===== src/rtl/demux_fifo_2ch.sv =====
// demux_fifo_2ch: de-interleaves a valid byte stream into two lanes, each buffered by a DEPTH-entry FIFO.
// Optional almost_full_0/1 outputs are enabled by defining DEMUX_ALMOST_FULL_EN.
module demux_fifo_2ch #(
    parameter int DATA_W = 8,
    parameter int DEPTH  = 4,
    parameter int ADDR_W = 2
) (
    input  logic              clk,
    input  logic              reset,
    input  logic [DATA_W-1:0] data_in,
    input  logic              valid_in,
    input  logic              pop_0,
    input  logic              pop_1,
    output logic [DATA_W-1:0] data_out_0,
    output logic              valid_out_0,
    output logic [DATA_W-1:0] data_out_1,
    output logic              valid_out_1,
    output logic              empty_0,
    output logic              empty_1,
    output logic              full_0,
    output logic              full_1,
    output logic              overflow_0,
    output logic              overflow_1
`ifdef DEMUX_ALMOST_FULL_EN
    ,
    output logic              almost_full_0,
    output logic              almost_full_1
`endif
);
    logic       sel;
    logic [1:0] pop;

    assign pop = {pop_1, pop_0};

    // sel toggles on every valid byte, even a dropped one, to stay aligned with the mux
    always_ff @(posedge clk) begin
        if (reset) sel <= 1'b0;
        else if (valid_in) sel <= ~sel;
    end

    for (genvar i = 0; i < 2; i++) begin : g_lane
        logic [DATA_W-1:0] mem [DEPTH];
        logic [ADDR_W-1:0] wr, rd;
        logic [ADDR_W:0]   cnt, cnt_nxt;
        logic [DATA_W-1:0] dout;
        logic              vout, full, empty, ovf, push, do_push, do_pop;
`ifdef DEMUX_ALMOST_FULL_EN
        logic              af;
`endif
        assign push    = valid_in && (sel == 1'(i));
        assign do_pop  = pop[i] && !empty;
        assign do_push = push && (!full || pop[i]);
        assign cnt_nxt = cnt + {{ADDR_W{1'b0}}, do_push} - {{ADDR_W{1'b0}}, do_pop};
        always_ff @(posedge clk) begin
            if (reset) begin
                wr    <= '0;
                rd    <= '0;
                cnt   <= '0;
                dout  <= '0;
                vout  <= 1'b0;
                full  <= 1'b0;
                empty <= 1'b1;
                ovf   <= 1'b0;
`ifdef DEMUX_ALMOST_FULL_EN
                af    <= 1'b0;
`endif
            end else begin
                if (do_push) begin
                    mem[wr] <= data_in;
                    wr      <= wr + 1'b1;
                end
                if (do_pop) begin
                    dout <= mem[rd];
                    rd   <= rd + 1'b1;
                end
                if (push && !do_push) ovf <= 1'b1;
                vout  <= do_pop;
                cnt   <= cnt_nxt;
                full  <= cnt_nxt == (ADDR_W+1)'(DEPTH);
                empty <= cnt_nxt == '0;
`ifdef DEMUX_ALMOST_FULL_EN
                af    <= cnt_nxt >= (ADDR_W+1)'(DEPTH-1);
`endif
            end
        end
    end

    assign data_out_0  = g_lane[0].dout;
    assign valid_out_0 = g_lane[0].vout;
    assign empty_0     = g_lane[0].empty;
    assign full_0      = g_lane[0].full;
    assign overflow_0  = g_lane[0].ovf;
    assign data_out_1  = g_lane[1].dout;
    assign valid_out_1 = g_lane[1].vout;
    assign empty_1     = g_lane[1].empty;
    assign full_1      = g_lane[1].full;
    assign overflow_1  = g_lane[1].ovf;
`ifdef DEMUX_ALMOST_FULL_EN
    assign almost_full_0 = g_lane[0].af;
    assign almost_full_1 = g_lane[1].af;
`endif
endmodule


===== config.mk =====
export PLATFORM = sky130hd
export DESIGN_NAME = demux_fifo_2ch
export DESIGN_NICKNAME = d
export VERILOG_FILES = /design/src/rtl/demux_fifo_2ch.sv
export SDC_FILE = /design/constraint.sdc
export NUM_CORES = 1
export LEC_CHECK = 0
export ABC_AREA = 1
export CORE_MARGIN = 2
export CORE_UTILIZATION = 58
export DETAILED_ROUTE_END_ITERATION = 10
export PLACE_DENSITY = 0.79
export SLEW_MARGIN = 25
export SYNTH_ARGS = -nofsm -noshare
export SYNTH_HDL_FRONTEND = slang
export SYNTH_SLANG_ARGS = --single-unit

===== constraint.sdc =====
create_clock -name clk -period 3.66 [get_ports clk]
set_clock_uncertainty 0.2 [all_clocks]
set_input_delay 0.366 -clock clk [delete_from_list [all_inputs] [get_ports clk]]
set_output_delay 0.366 -clock clk [all_outputs]
set_load 0.1 [all_outputs]

; ---- Word-level counts from Yosys, hierarchy flattened
; Memory sizes are Yosys's and may differ from the RTL's. A register that Yosys moved wholly into a read port is not among the register bits.
; Index checks and enable logic that the tools add are counted.
[totals]
ff_bits = 23
ramBits = 64
input_bits = 13
output_inout_bits = 24
word_cells = 52
mem_count = 2
[classes]
add_sub_neg = 8
n_eq_ne = 2
muxes = 6
n_bitwise = 1
n_reduce_logical = 18
[memory_table]
columns = memory, depth, width, rd, rd_ports_with_merged_regs, write_ports, line_no
row1 = g_lane[0].mem, 4, 8, 1, 1, 1, 42  ; logic [DATA_W-1:0] mem [DEPTH];
row2 = g_lane[1].mem, 4, 8, 1, 1, 1, 42
[ops]
columns = operator, count
row1 = adder 2 x 1 -> 2 bit (second input constant), 4
row2 = logical AND 1 bit, 8
row3 = adder 3 x 1 -> 3 bit, 2
row4 = == test 3 bit (second input constant), 2
row5 = zero test 1 bit, 6
row6 = zero test 3 bit, 2
row7 = 2-to-1 mux 1 bit, 6
row8 = subtractor 3 x 1 -> 3 bit, 2
row9 = logical OR 1 bit, 2
row10 = NOT 1 bit, 1

; ---- Longest topological paths before layout
; Gate-level depths: netlist (run 1).
[logic_depth]
word_depth = 6
depth_mapped = 15
depth_no_buf = 15

; ---- Worst setup path before layout (run 1)
; OpenSTA, ideal clock, no wires.
[synth_timing]
path_kind = register -> register
start = register g_lane[0].empty, in the netlist empty_0
end = register g_lane[0].full, in the netlist full_0
setup_ns = 0.064
t_arrival_ns = 2.350
required_ns = 3.396
setup_slack_ns = 1.046
path_stages_with_launch = 12
path_buffers = 0
synth_period_minus_slack_ns = 2.614
path_cell_list = dfxtp_1 -> nor2_8 -> inv_1 -> nand2_1 -> o21ai_0 -> ha_1 -> inv_1 -> fa_1 -> inv_1 -> nor2_1 -> nand3_1 -> nor2_1
[synth_between]
elab_chain_len = 4
[synth_lines]
columns = item, line_no
row1 = "start, declared", 46  ; logic vout, full, empty, ovf, push, do_push, do_pop;
row2 = "start signal, assigned", 62  ; empty <= 1'b1;
row3 = "start signal, assigned", 80  ; empty <= cnt_nxt == '0;
row4 = zero test 1 bit, 51  ; assign do_pop = pop[i] && !empty;
row5 = logical AND 1 bit, 51
row6 = subtractor 3 x 1 -> 3 bit, 53  ; assign cnt_nxt = cnt + {{ADDR_W{1'b0}}, do_push} - {{ADDR_W{1'b0}}, do_pop};
row7 = == test 3 bit, 79  ; full <= cnt_nxt == (ADDR_W+1)'(DEPTH);
row8 = "end signal, assigned", 79
row9 = "end, declared", 46
; Every way passes these cells.
; A chain may end at the register's enable or synchronous reset.

; ---- Final worst setup path (run 1)
[layout_timing]
start = register g_lane[0].empty, in the netlist empty_0
end = output empty_0
[layout_lines]
columns = item, line_no
row1 = "end, declared", 18  ; output logic empty_0,
; No word-level cell between the ends.

==> out/summary.json, run 1 <==
{
  "status": "completed",
  "yosysSeqAreaShare": 0.629,
  "cts_setup_buffers": 0,
  "timing.critical_path.arrival_ns": 1.99,
  "gp_congestion": 0.795,
  "cts_max_path_buffers": 2,
  "via_density_per_instance": 5.05,
  "crit_path_top_delay_cell": "clkdlybuf4s50_1",
  "clk_transition_reported_paths_ns": 0.09,
  "min_path_type": "reg -> reg",
  "unrepaired_setup_endpoints_after_global_routing": "no",
  "number_of_clock_buffers_inserted_by_tritoncts": 9,
  "effective_utilization_at_floorplan": 0.595,
  "fin_setup_tns_ns": 0,
  "netlist.area_leader.share": 0.447,
  "fin_nets": 469,
  "grt_pass1_wl_microns": 12100,
  "vdd.ir_drop.worst_uv": 570,
  "postSynth.topFlopCell": "edfxtp_1",
  "io_buffers": 36,
  "async_reset_ff_frac": 0,
  "first_global_vias": 2647,
  "post-synth-top-count-cell": "nand2_1",
  "std_cell_rows": 31,
  "synthesis.nets": 426,
  "routed_wl_microns": 7440,
  "overflow": 0,
  "worstSetupStartpointType": "flip-flop",
  "synth.area.top_cells": "edfxtp_1 45%, dfxtp_1 18%, nand2_1 8.2%",
  "timing.critical_path.cells": "clkdlybuf4s50_1",
  "clock-sinks": 103,
  "place.detailed.hpwl_microns": 4820,
  "num_antenna_cells": 0,
  "synth_edf_count": 64,
  "min_period_ns": 2.56,
  "worst_r2r_path_depth": 10,
  "postRouteAntennaNets": 0,
  "setup_crit_end": "empty_0",
  "post_cts_hold_buffer_count": 0,
  "grt_start_max_net_pins": 28,
  "final_core_utilization": 0.688,
  "final-setup-viol-count": 0,
  "cp_slowest_stage_delay_ns": 1.18,
  "cp.buffers_inverters": 1,
  "post_synth_most_frequent_cells": "94 x nand2_1, 64 x edfxtp_1, 39 x dfxtp_1, 39 x nand3_1, 31 x nor2_1",
  "timing.hold.worst.start": "overflow_1$_SDFFE_PP0P_",
  "netlist-cell-type-count": 24,
  "report.final.slew_viol_count": 0,
  "hold_viol_final": 0,
  "syn_inst": 401,
  "grt.total_usage": 0.192,
  "ios": 37,
  "die_h_microns": 90.1,
  "clock_tree_from_tritoncts": "yes",
  "route.detailed.drc": 0,
  "filler_cell_count": 559,
  "place.detailed.instances": 532,
  "wire_per_inst_microns": 13.6,
  "crit_path_leading_delay_family": "buffers and inverters",
  "relSlewSlack": 0.342,
  "clock_tree.root_cell": "clkbuf_8",
  "r2r_start": "empty_0$_SDFF_PP1_",
  "worst-r2r-setup-slack_ns": 1.26,
  "clk_latency_ns": 0.35,
  "multi_input_area_sq_um": 1310,
  "cts_resized": 0,
  "max_capacitance_violation_count": 0,
  "core_sq_um": 7210,
  "cp.required_ns": 3.09,
  "yosysWarningCount": 0,
  "cp-startpoint": "empty_0$_SDFF_PP1_",
  "route.vias.total": 2768,
  "area_overhead_of_the_layout_relative_to_synthesis_pct": 15.6,
  "capturing_point_of_the_worst_reg2reg_path": "full_0$_SDFF_PP0_",
  "layout_worst_path_cycle_share": 0.699,
  "avgSynthCellArea_sq_um": 10.7,
  "instances_no_fill": 548,
  "fmax_mhz": 391,
  "drt_first_pass_iters": 4,
  "fraction_of_final_layout_cells_sized_beyond_drive_strength_1": 0.165,
  "critical_path.endpoint_type": "output port",
  "p_leak_nw": 1.92,
  "die_width_microns": 90.1,
  "timing.setup.critical_path_class": "reg -> out",
  "final-seq-area_sq_um": 2700,
  "crit_fanout": 2,
  "cp.depth": 1,
  "cts.htree.levels": 3,
  "first_iter_violations": 214,
  "syn_area_sq_um": 4300,
  "synth_seq_cells": 103,
  "worst_pin_slew_ns": 0.984,
  "design.die.area_sq_um": 8110,
  "synth_top_cell_by_area": "edfxtp_1",
  "power.density_cell_area_nw_per_um2": 697,
  "antenna_found_initial": 0
}
-- registers in the layout, summed over array words and instances (netlist names), 4 cells and up --
name        cells
g_lane.mem     64
g_lane.rd       4
g_lane.wr       4
data_out_0      8
g_lane.cnt      6
data_out_1      8
-- worst min-delay path, stage by stage (launching register included) --
cell and delay (ns):
dfxtp_1 0.34, a31oi_1 0.04, nor2_1 0.07
-- report_power, final --
| group | total [mW] | leakage, nW | internal [mW] | switching [mW] |
|---|---|---|---|---|
| clock | 0.841 | 0.126 | 0.463 | 0.377 |
| sequential | 1.46 | 0.899 | 1.35 | 0.113 |
| combinational | 1.16 | 0.894 | 0.306 | 0.850 |
| total | 3.46 | 1.92 | 2.12 | 1.34 |
-- cells by family (layout without fill, tap and decap cells) --
family / Yosys count / after routing / share of synthesized area
AND/OR/NAND/NOR: 190 / 190 / 0.199
flip-flops: 103 / 103 / 0.629
adder cells (fa/ha/maj): 12 / 12 / 0.0385
AO/OA/AOI/OAI: 46 / 46 / 0.0664
buffers and inverters: 50 / 98 / 0.0667
-- final cells by class --
class                      instances  share of cell area
clock buffer                       9              0.0249
clock inverter                     7              0.0257
inverter                          37              0.0310
multi-input combinational        248               0.263
sequential                       103               0.544
tap                               99              0.0249
timing repair buffer              45              0.0862
-- routing by layer --
metal / wire [microns] / global-route usage
met1: 3250 / 0.242
met2: 3570 / 0.317
met3: 471 / 0.0310
met4: 145 / 0.104
met5: 0 / 0
-- worst min-delay path by stage --
| stage | to | slack (ns) | depth (start not counted) |
|---|---|---|---|
| detailed placement | overflow_0$_SDFFE_PP0P_ | 0.27 | 2 |
| CTS | overflow_0$_SDFFE_PP0P_ | 0.30 | 2 |
| finish | overflow_1$_SDFFE_PP0P_ | 0.29 | 2 |
| global route | overflow_1$_SDFFE_PP0P_ | 0.33 | 2 |
| global placement | overflow_1$_SDFFE_PP0P_ | 0.26 | 2 |
| floorplan | g_lane[0].cnt[2]$_SDFF_PP0_ | 0.24 | 1 |
-- layout by cell type, fill, tap and decap left out --
cell / instances
a31oi_1: 2
nand2_1: 94
fa_1: 2
buf_4: 9
nor2_8: 1
edfxtp_1: 64
nor2_1: 31
o21ai_1: 3
clkbuf_8: 9
bufinv_16: 3
a21oi_1: 8
inv_6: 1
clkinv_4: 2
inv_8: 3
nand3_1: 39
clkdlybuf4s50_1: 36
nor2_4: 1
nand2_2: 19
nor3_1: 1
nor2_2: 1
nand3_2: 3
inv_1: 27
o21ai_0: 19
dfxtp_1: 39
ha_1: 10
inv_2: 8
a21oi_2: 14
-- stage by stage --
stage          instance area, sq um  total power, mW  hold slack [ns]  setup WS (ns)
3_3_place_gp                   4710             2.60            0.263          0.909
6_report                       4970             3.46            0.288           1.10
3_5_place_dp                   4710             2.64            0.271          0.781
4_1_cts                        4970             3.47            0.300           1.08
5_1_grt                        4970             3.62            0.330          0.994
2_1_floorplan                  4300             2.41            0.235           1.05
No activity file was read; power rests on OpenSTA's default activity.
==> run 2: changes to the inputs <==
CORE_UTILIZATION = 57   (was 58)
PLACE_DENSITY = 0.78   (was 0.79)
clock period = 2.5 ns   (was 3.66 ns; I/O delays follow)
==> run 2 against run 1 <==
  * Power grew 37%
  * Critical path type is now in -> reg
  * First-iteration DRC count shrank 21%
  * Final cell count grew 1.8%
  * Clock power grew 9.4%
  * Highest routed layer unchanged
==> out/summary.json, run 2 (synthesis results as in run 1) <==
{
  "hold_viol_final": {"value": 0, "change": "unchanged"},
  "final-seq-area": {"value": 2710, "unit": "sq um", "change": "was 2700 sq um"},
  "die_width": {"value": 90.8, "unit": "microns", "change": "was 90.1 microns"},
  "cts.htree.levels": {"value": 3, "change": "unchanged"},
  "cp.required": {"value": 2.58, "unit": "ns", "change": "was 3.09 ns"},
  "multi_input_area": {"value": 1310, "unit": "sq um", "change": "unchanged"},
  "number_of_clock_buffers_inserted_by_tritoncts": {"value": 9, "change": "unchanged"},
  "power.density_cell_area": {"value": 965, "unit": "nW/um^2", "change": "was 697 nW/um^2"},
  "routed_wl": {"value": 7300, "unit": "microns", "change": "was 7440 microns"},
  "timing.critical_path.cells": {"value": "clkdlybuf4s50_1, inv_1, nor2_2, nand2_1, inv_2, nand2_1, o21ai_0, ha_1, inv_1, fa_1, inv_1, nor2_1, nand3_1, nor2_1", "change": "was clkdlybuf4s50_1"},
  "gp_congestion": {"value": 0.806, "change": "was 0.795"},
  "maxUsedRoutingLayer": {"value": "met4", "change": "unchanged"},
  "route.vias.total": {"value": 2794, "change": "was 2,768"},
  "overflow": {"value": 0, "change": "unchanged"},
  "worst_pin_slew": {"value": 0.749, "unit": "ns", "change": "was 0.984 ns"},
  "instances_no_fill": {"value": 558, "change": "was 548"},
  "critical_path.endpoint_type": {"value": "flip-flop", "change": "was output port"},
  "grt_pass1_wl": {"value": 12500, "unit": "microns", "change": "was 12,100 microns"},
  "crit_fanout": {"value": 3, "change": "was 2"},
  "status": {"value": "completed", "change": "unchanged"},
  "place.detailed.instances": {"value": 542, "change": "was 532"},
  "fraction_of_final_layout_cells_sized_beyond_drive_strength_1": {"value": 0.242, "change": "was 0.165"},
  "wl_met2": {"value": 3560, "unit": "microns", "change": "was 3570 microns"},
  "timing.critical_path.arrival": {"value": 2.26, "unit": "ns", "change": "was 1.99 ns"},
  "layout_common_cells": {"value": "94 x nand2_1, 64 x edfxtp_1, 43 x buf_4", "change": "was 94 x nand2_1, 64 x edfxtp_1, 39 x nand3_1, 39 x dfxtp_1, 36 x clkdlybuf4s50_1"},
  "fin_nets": {"value": 479, "change": "was 469"},
  "cts_max_path_buffers": {"value": 2, "change": "unchanged"},
  "num_antenna_cells": {"value": 0, "change": "unchanged"},
  "wire_per_inst": {"value": 13.1, "unit": "microns", "change": "was 13.6 microns"},
  "layout_commonest_cell": {"value": "nand2_1", "change": "unchanged"},
  "final-setup-viol-count": {"value": 0, "change": "unchanged"},
  "effective_utilization_at_floorplan": {"value": 0.589, "change": "was 0.595"},
  "place_ws": {"value": -0.0238, "unit": "ns", "change": "was 0.781 ns"},
  "cts_resized": {"value": 0, "change": "unchanged"},
  "min_period_ns": 2.18,
  "first_iter_violations": {"value": 169, "change": "was 214"},
  "unrepaired_setup_endpoints_after_global_routing": {"value": "no", "change": "unchanged"},
  "relSlewSlack": {"value": 0.500, "change": "was 0.342"},
  "clk_latency": {"value": 0.35, "unit": "ns", "change": "about the same"},
  "p_leak": {"value": 1.97, "unit": "nW", "change": "was 1.92 nW"},
  "antenna_found_initial": {"value": 0, "change": "unchanged"},
  "ios": {"value": 37, "change": "unchanged"},
  "cts_setup_buffers": {"value": 0, "change": "unchanged"},
  "wirelength_met1": {"value": 3330, "unit": "microns", "change": "was 3250 microns"},
  "postRouteAntennaNets": {"value": 0, "change": "unchanged"},
  "min_path_type": {"value": "reg -> reg", "change": "unchanged"},
  "cp.buffers_inverters": {"value": 5, "change": "was 1"},
  "crit_path_leading_delay_family": {"value": "buffers and inverters", "change": "unchanged"},
  "met3_length": {"value": 309, "unit": "microns", "change": "was 471 microns"},
  "worst_hold_slack": {"value": 0.299, "unit": "ns", "change": "was 0.288 ns"},
  "clock_tree_from_tritoncts": {"value": "yes", "change": "unchanged"},
  "registers.top_by_ff_count": {"value": "g_lane.mem", "change": "unchanged"},
  "via_density_per_instance": {"value": 5.01, "change": "was 5.05"},
  "first_global_vias": {"value": 2673, "change": "was 2,647"},
  "largest_reg_flops": {"value": 64, "change": "unchanged"},
  "critical_path.most_common_cell": "inv_1",
  "route.detailed.drc": {"value": 0, "change": "unchanged"},
  "crit_path_top_delay_cell": {"value": "clkdlybuf4s50_1", "change": "unchanged"},
  "area_overhead_of_the_layout_relative_to_synthesis": {"value": 14.3, "unit": "%", "change": "was 15.6%"},
  "cp_slowest_stage_delay": {"value": 0.50, "unit": "ns", "change": "was 1.18 ns"},
  "io_buffers": {"value": 36, "change": "unchanged"},
  "clk_transition_reported_paths": {"value": 0.09, "unit": "ns", "change": "about the same"},
  "fmax_mhz": 459,
  "max_capacitance_violation_count": {"value": 0, "change": "unchanged"},
  "postLayoutSetupSlackWorst": {"value": 0.319, "unit": "ns", "change": "was 1.10 ns"},
  "drt_first_pass_iters": {"value": 4, "change": "unchanged"},
  "clock-sinks": {"value": 103, "change": "unchanged"},
  "grt.total_usage": {"value": 0.194, "change": "was 0.192"},
  "place.detailed.hpwl": {"value": 4920, "unit": "microns", "change": "was 4820 microns"},
  "post_cts_hold_buffer_count": {"value": 0, "change": "unchanged"},
  "core": {"value": 7290, "unit": "sq um", "change": "was 7210 sq um"},
  "clock_tree.root_cell": {"value": "clkbuf_8", "change": "unchanged"},
  "report.final.slew_viol_count": {"value": 0, "change": "unchanged"},
  "timing.setup.critical_path_class": {"value": "in -> reg", "change": "was reg -> out"},
  "layout_worst_path_cycle_share": 0.872,
  "std_cell_rows": {"value": 31, "change": "unchanged"},
  "grt_start_max_net_pins": {"value": 20, "change": "was 28"},
  "worstSetupStartpointType": {"value": "input port", "change": "was flip-flop"},
  "design.die.area": {"value": 8250, "unit": "sq um", "change": "was 8110 sq um"},
  "vdd.ir_drop.worst": {"value": 601, "unit": "uV", "change": "was 570 uV"},
  "filler_cell_count": {"value": 564, "change": "was 559"},
  "die_h": {"value": 90.8, "unit": "microns", "change": "was 90.1 microns"}
}
## run 2: cell count changes in the layout (fill, tap and decap cells not counted), moves of 2 or more
cell / change
buf_4: +34
bufinv_16: -3
clkdlybuf4s50_1: -24
clkinvlp_4: +2
dfxtp_1: -4
dfxtp_2: +4
## run 2: routing by layer
metal / vias up / GRT usage
met5: - / 0
li1: 1434 / -
met3: 8 / 0.0509
met1: 1294 / 0.249
met2: 58 / 0.318
met4: 0 / 0.0732
## run 2: power breakdown
group	switching [mW]	internal (mW)	leakage [nW]
clock network	0.552	0.368	0.0829
logic	1.23	0.443	0.985
registers	0.161	1.99	0.899
total	1.94	2.80	1.97
## run 2: worst register-to-register path: stages (launching register included)
cell and delay [ns]:
dfxtp_1 0.38, nand2_1 0.08, inv_2 0.06, nand2_1 0.08, inv_2 0.08, nand2_1 0.04, o21ai_0 0.07, ha_1 0.17
inv_1 0.05, fa_1 0.50, inv_1 0.04, nor2_1 0.13, nand3_1 0.09, nor2_1 0.08
## run 2: final timing paths
kind	from	to	slack, ns	cells after the start
min	overflow_0$_SDFFE_PP0P_	overflow_0$_SDFFE_PP0P_	0.30	2
min reg2reg	overflow_0$_SDFFE_PP0P_	overflow_0$_SDFFE_PP0P_	0.30	2
max reg2reg	sel$_SDFFE_PP0P_	full_1$_SDFF_PP0_	0.38	13
max	valid_in	full_0$_SDFF_PP0_	0.32	14
## run 2: through the flow
stage | TNS [ns] | cell area [sq um] | util | power, mW
2_1_floorplan | 0 | 4300 | - | 3.54
6_report | 0 | 4910 | 0.673 | 4.74
3_3_place_gp | 0 | 4730 | 0.649 | 3.81
4_1_cts | 0 | 4910 | 0.673 | 4.76
3_5_place_dp | -0.0339 | 4730 | 0.649 | 3.85
5_1_grt | 0 | 4910 | 0.673 | 5.01
## run 2: layout make-up
class,count,share of cell area
tap,99,0.0252
inverter,37,0.0314
sequential,103,0.552
timing repair buffer,55,0.0902
clock buffer,10,0.0260
clock inverter,6,0.00943
multi-input combinational,248,0.266
==> run 3: changes to the inputs <==
CORE_MARGIN = unset   (was 2)
CTS_BUF_LIST = sky130_fd_sc_hd__clkbuf_16   (was unset)
GPL_TIMING_DRIVEN = 0   (was unset)
==> run 3 against run 2 <==
  * Flip-flop and latch count did not move
  * Die area shrank 4.4%
  * First-iteration DRC count is 30% higher
  * Via count rose by 2.8%
  * Sequential power shrank 2%
  * Power up 15%
  * Setup slack worse by 0.15 ns
  * Sequential share of layout area fell by 2.3 points
  * Final cell count fell by 0.90%
  * Largest cell class unchanged
  * Largest power group unchanged
==> out/summary.json, run 3 (synthesis results as in run 1) <==
{
  "status": {"value": "completed", "change": "unchanged"},
  "r2r_start": {"value": "empty_0$_SDFF_PP1_", "change": "was sel$_SDFFE_PP0P_"},
  "overflow": {"value": 0, "change": "unchanged"},
  "cellInternalPower": {"value": 3.39, "unit": "mW", "change": "was 2.80 mW"},
  "clk_transition_reported_paths": {"value": 0.07, "unit": "ns", "change": "was 0.09 ns"},
  "gp_congestion": {"value": 0.777, "change": "was 0.806"},
  "cts.htree.levels": {"value": 3, "change": "unchanged"},
  "cts_max_path_buffers": {"value": 2, "change": "unchanged"},
  "worst-r2r-setup-slack": {"value": 0.25, "unit": "ns", "change": "was 0.38 ns"},
  "area_overhead_of_the_layout_relative_to_synthesis": {"value": 19.3, "unit": "%", "change": "was 14.3%"},
  "die_width": {"value": 88.8, "unit": "microns", "change": "was 90.8 microns"},
  "worstSetupStartpointType": {"value": "input port", "change": "unchanged"},
  "registers.top_by_ff_count": {"value": "g_lane.mem", "change": "unchanged"},
  "clock_tree_from_tritoncts": {"value": "yes", "change": "unchanged"},
  "sequentialPowerShare": {"value": 0.386, "change": "was 0.453"},
  "first_global_vias": {"value": 2792, "change": "was 2,673"},
  "relSlewSlack": {"value": 0.348, "change": "was 0.500"},
  "core": {"value": 7250, "unit": "sq um", "change": "was 7290 sq um"},
  "die_h": {"value": 88.8, "unit": "microns", "change": "was 90.8 microns"},
  "largest_reg_flops": {"value": 64, "change": "unchanged"},
  "post_cts_hold_buffer_count": {"value": 0, "change": "unchanged"},
  "fmax": {"value": 429, "unit": "MHz", "change": "was 459 MHz"},
  "final-setup-viol-count": {"value": 0, "change": "unchanged"},
  "grt_start_max_net_pins": {"value": 19, "change": "was 20"},
  "switching_share": {"value": 0.376, "change": "was 0.410"},
  "p_clk_frac": {"value": 0.278, "change": "was 0.194"},
  "routed_wl": {"value": 8240, "unit": "microns", "change": "was 7300 microns"},
  "worst_hold_slack": {"value": 0.277, "unit": "ns", "change": "was 0.299 ns"},
  "setup_crit_end": {"value": "full_0$_SDFF_PP0_", "change": "unchanged"},
  "worst_pin_slew": {"value": 0.974, "unit": "ns", "change": "was 0.749 ns"},
  "num_antenna_cells": {"value": 0, "change": "unchanged"},
  "min_period": {"value": 2.33, "unit": "ns", "change": "was 2.18 ns"},
  "grt_pass1_wl": {"value": 13200, "unit": "microns", "change": "was 12,500 microns"},
  "postRouteAntennaNets": {"value": 0, "change": "unchanged"},
  "instances_no_fill": {"value": 553, "change": "was 558"},
  "timing.critical_path.arrival": {"value": 2.40, "unit": "ns", "change": "was 2.26 ns"},
  "report.final.slew_viol_count": {"value": 0, "change": "unchanged"},
  "placed_area": {"value": 4780, "unit": "sq um", "change": "was 4730 sq um"},
  "timing.setup.critical_path_class": {"value": "in -> reg", "change": "unchanged"},
  "grt.total_usage": {"value": 0.234, "change": "was 0.194"},
  "vdd.ir_drop.worst": {"value": 823, "unit": "uV", "change": "was 601 uV"},
  "clk_latency": {"value": 0.34, "unit": "ns", "change": "was 0.35 ns"},
  "first_iter_violations": {"value": 220, "change": "was 169"},
  "min_path_type": {"value": "reg -> reg", "change": "unchanged"},
  "critical_path.endpoint_type": {"value": "flip-flop", "change": "unchanged"},
  "power.density_cell_area": {"value": 1060, "unit": "nW/um^2", "change": "was 965 nW/um^2"},
  "timing.hold.worst_path_depth": {"value": 2, "change": "unchanged"},
  "final_cell_area": {"value": 5130, "unit": "sq um", "change": "was 4910 sq um"},
  "p_leak": {"value": 1.99, "unit": "nW", "change": "was 1.97 nW"},
  "final_core_utilization": {"value": 0.707, "change": "was 0.673"},
  "worst_r2r_path_depth": {"value": 10, "change": "was 13"},
  "via_density_per_instance": {"value": 5.19, "change": "was 5.01"},
  "fin_setup_tns": {"value": 0, "unit": "ns", "change": "unchanged"},
  "io_buffers": {"value": 36, "change": "unchanged"},
  "number_of_clock_buffers_inserted_by_tritoncts": {"value": 9, "change": "unchanged"},
  "cp.required": {"value": 2.57, "unit": "ns", "change": "was 2.58 ns"},
  "ios": {"value": 37, "change": "unchanged"},
  "fraction_of_final_layout_cells_sized_beyond_drive_strength_1": {"value": 0.183, "change": "was 0.242"},
  "place.detailed.hpwl": {"value": 5600, "unit": "microns", "change": "was 4920 microns"},
  "place.detailed.instances": {"value": 536, "change": "was 542"},
  "unrepaired_setup_endpoints_after_global_routing": {"value": "no", "change": "unchanged"},
  "layout_commonest_cell": {"value": "nand2_1", "change": "unchanged"},
  "antenna_found_initial": {"value": 0, "change": "unchanged"},
  "net-switching-power": {"value": 2.05, "unit": "mW", "change": "was 1.94 mW"},
  "design.die.area": {"value": 7890, "unit": "sq um", "change": "was 8250 sq um"},
  "hold_viol_final": {"value": 0, "change": "unchanged"},
  "clock-sinks": {"value": 103, "change": "unchanged"},
  "std_cell_rows": {"value": 31, "change": "unchanged"},
  "max_capacitance_violation_count": {"value": 0, "change": "unchanged"},
  "wire_per_inst": {"value": 14.9, "unit": "microns", "change": "was 13.1 microns"},
  "power_share_of_the_combinational_group": {"value": 0.336, "change": "was 0.353"},
  "layout_worst_path_cycle_share": {"value": 0.932, "change": "was 0.872"},
  "clock_tree.root_cell": {"value": "clkbuf_16", "change": "was clkbuf_8"},
  "effective_utilization_at_floorplan": {"value": 0.592, "change": "was 0.589"},
  "crit_fanout": {"value": 10, "change": "was 3"},
  "fin_nets": {"value": 474, "change": "was 479"},
  "capturing_point_of_the_worst_reg2reg_path": {"value": "full_0$_SDFF_PP0_", "change": "was full_1$_SDFF_PP0_"},
  "route.vias.total": {"value": 2871, "change": "was 2,794"},
  "cp-startpoint": {"value": "pop_0", "change": "was valid_in"},
  "route.detailed.drc": {"value": 0, "change": "unchanged"},
  "drt_first_pass_iters": {"value": 5, "change": "was 4"},
  "layout_common_cells": {"value": "94 x nand2_1, 64 x edfxtp_1, 39 x nand3_1", "change": "was 94 x nand2_1, 64 x edfxtp_1, 43 x buf_4"},
  "filler_cell_count": {"value": 538, "change": "was 564"}
}
run 3: changes by cell type in the layout (fill, tap and decap cells not counted), sizes merged:
cell and delta:
clkdlybuf4s50 +24, inv +1, buf -29, clkbuf -1
bufinv +2, clkinvlp -2
run 3: how the worst min path moves through the flow:
stage                                       start                          end  slack [ns]
after floorplan                             reset  g_lane[0].cnt[2]$_SDFF_PP0_        0.12
after global placement    overflow_1$_SDFFE_PP0P_      overflow_1$_SDFFE_PP0P_        0.26
after detailed placement  overflow_0$_SDFFE_PP0P_      overflow_0$_SDFFE_PP0P_        0.26
after CTS                 overflow_0$_SDFFE_PP0P_      overflow_0$_SDFFE_PP0P_        0.29
after global routing      overflow_0$_SDFFE_PP0P_      overflow_0$_SDFFE_PP0P_        0.32
final                     overflow_0$_SDFFE_PP0P_      overflow_0$_SDFFE_PP0P_        0.28
run 3: worst max-delay path: stages:
cell and delay [ns]:
clkdlybuf4s50_1 0.47, inv_2 0.07, nor2_8 0.17, inv_1 0.13, o21ai_0 0.21, ha_1 0.18
inv_1 0.05, fa_1 0.50, inv_1 0.05, nor2_1 0.13, nand3_1 0.10, nor2_1 0.09
run 3: what timing repair did:
action	CTS	global route
setup buffers	0	1
resized for setup	0	1
endpoints found under the hold margin	0	0
endpoints found under the setup margin	0	3
run 3: through the flow:
stage | total power [mW] | worst slack, ns
floorplan | 3.54 | 0.231
global placement | 3.89 | -0.152
detailed placement | 3.95 | -0.181
CTS | 5.45 | 0.137
global route | 5.67 | 0.0102
finish | 5.43 | 0.171
run 3: routing by layer:
layer	up-vias	track usage	routed length, microns
met3	11	0.0373	407
met5	-	0	0
met1	1334	0.294	3460
li1	1430	-	-
met4	0	0.119	157
met2	96	0.396	4210
run 3: cell type report:
class	instances	area, sq um	share of cell area
multi-input combinational	248	1310	0.256
clock inverter	7	104	0.0203
buffer	13	133	0.0259
sequential	103	2710	0.528
clock buffer	9	225	0.0439
inverter	37	154	0.0300
tap	99	124	0.0242
timing repair buffer	37	368	0.0718
run 3: power groups by stage:
stage	registers (mW)	clock network (mW)	logic, mW
2_1_floorplan	2.79	0	0.743
3_3_place_gp	2.12	0	1.76
3_5_place_dp	2.13	0	1.81
4_1_cts	2.10	1.53	1.82
5_1_grt	2.12	1.60	1.95
6_report	2.10	1.51	1.83
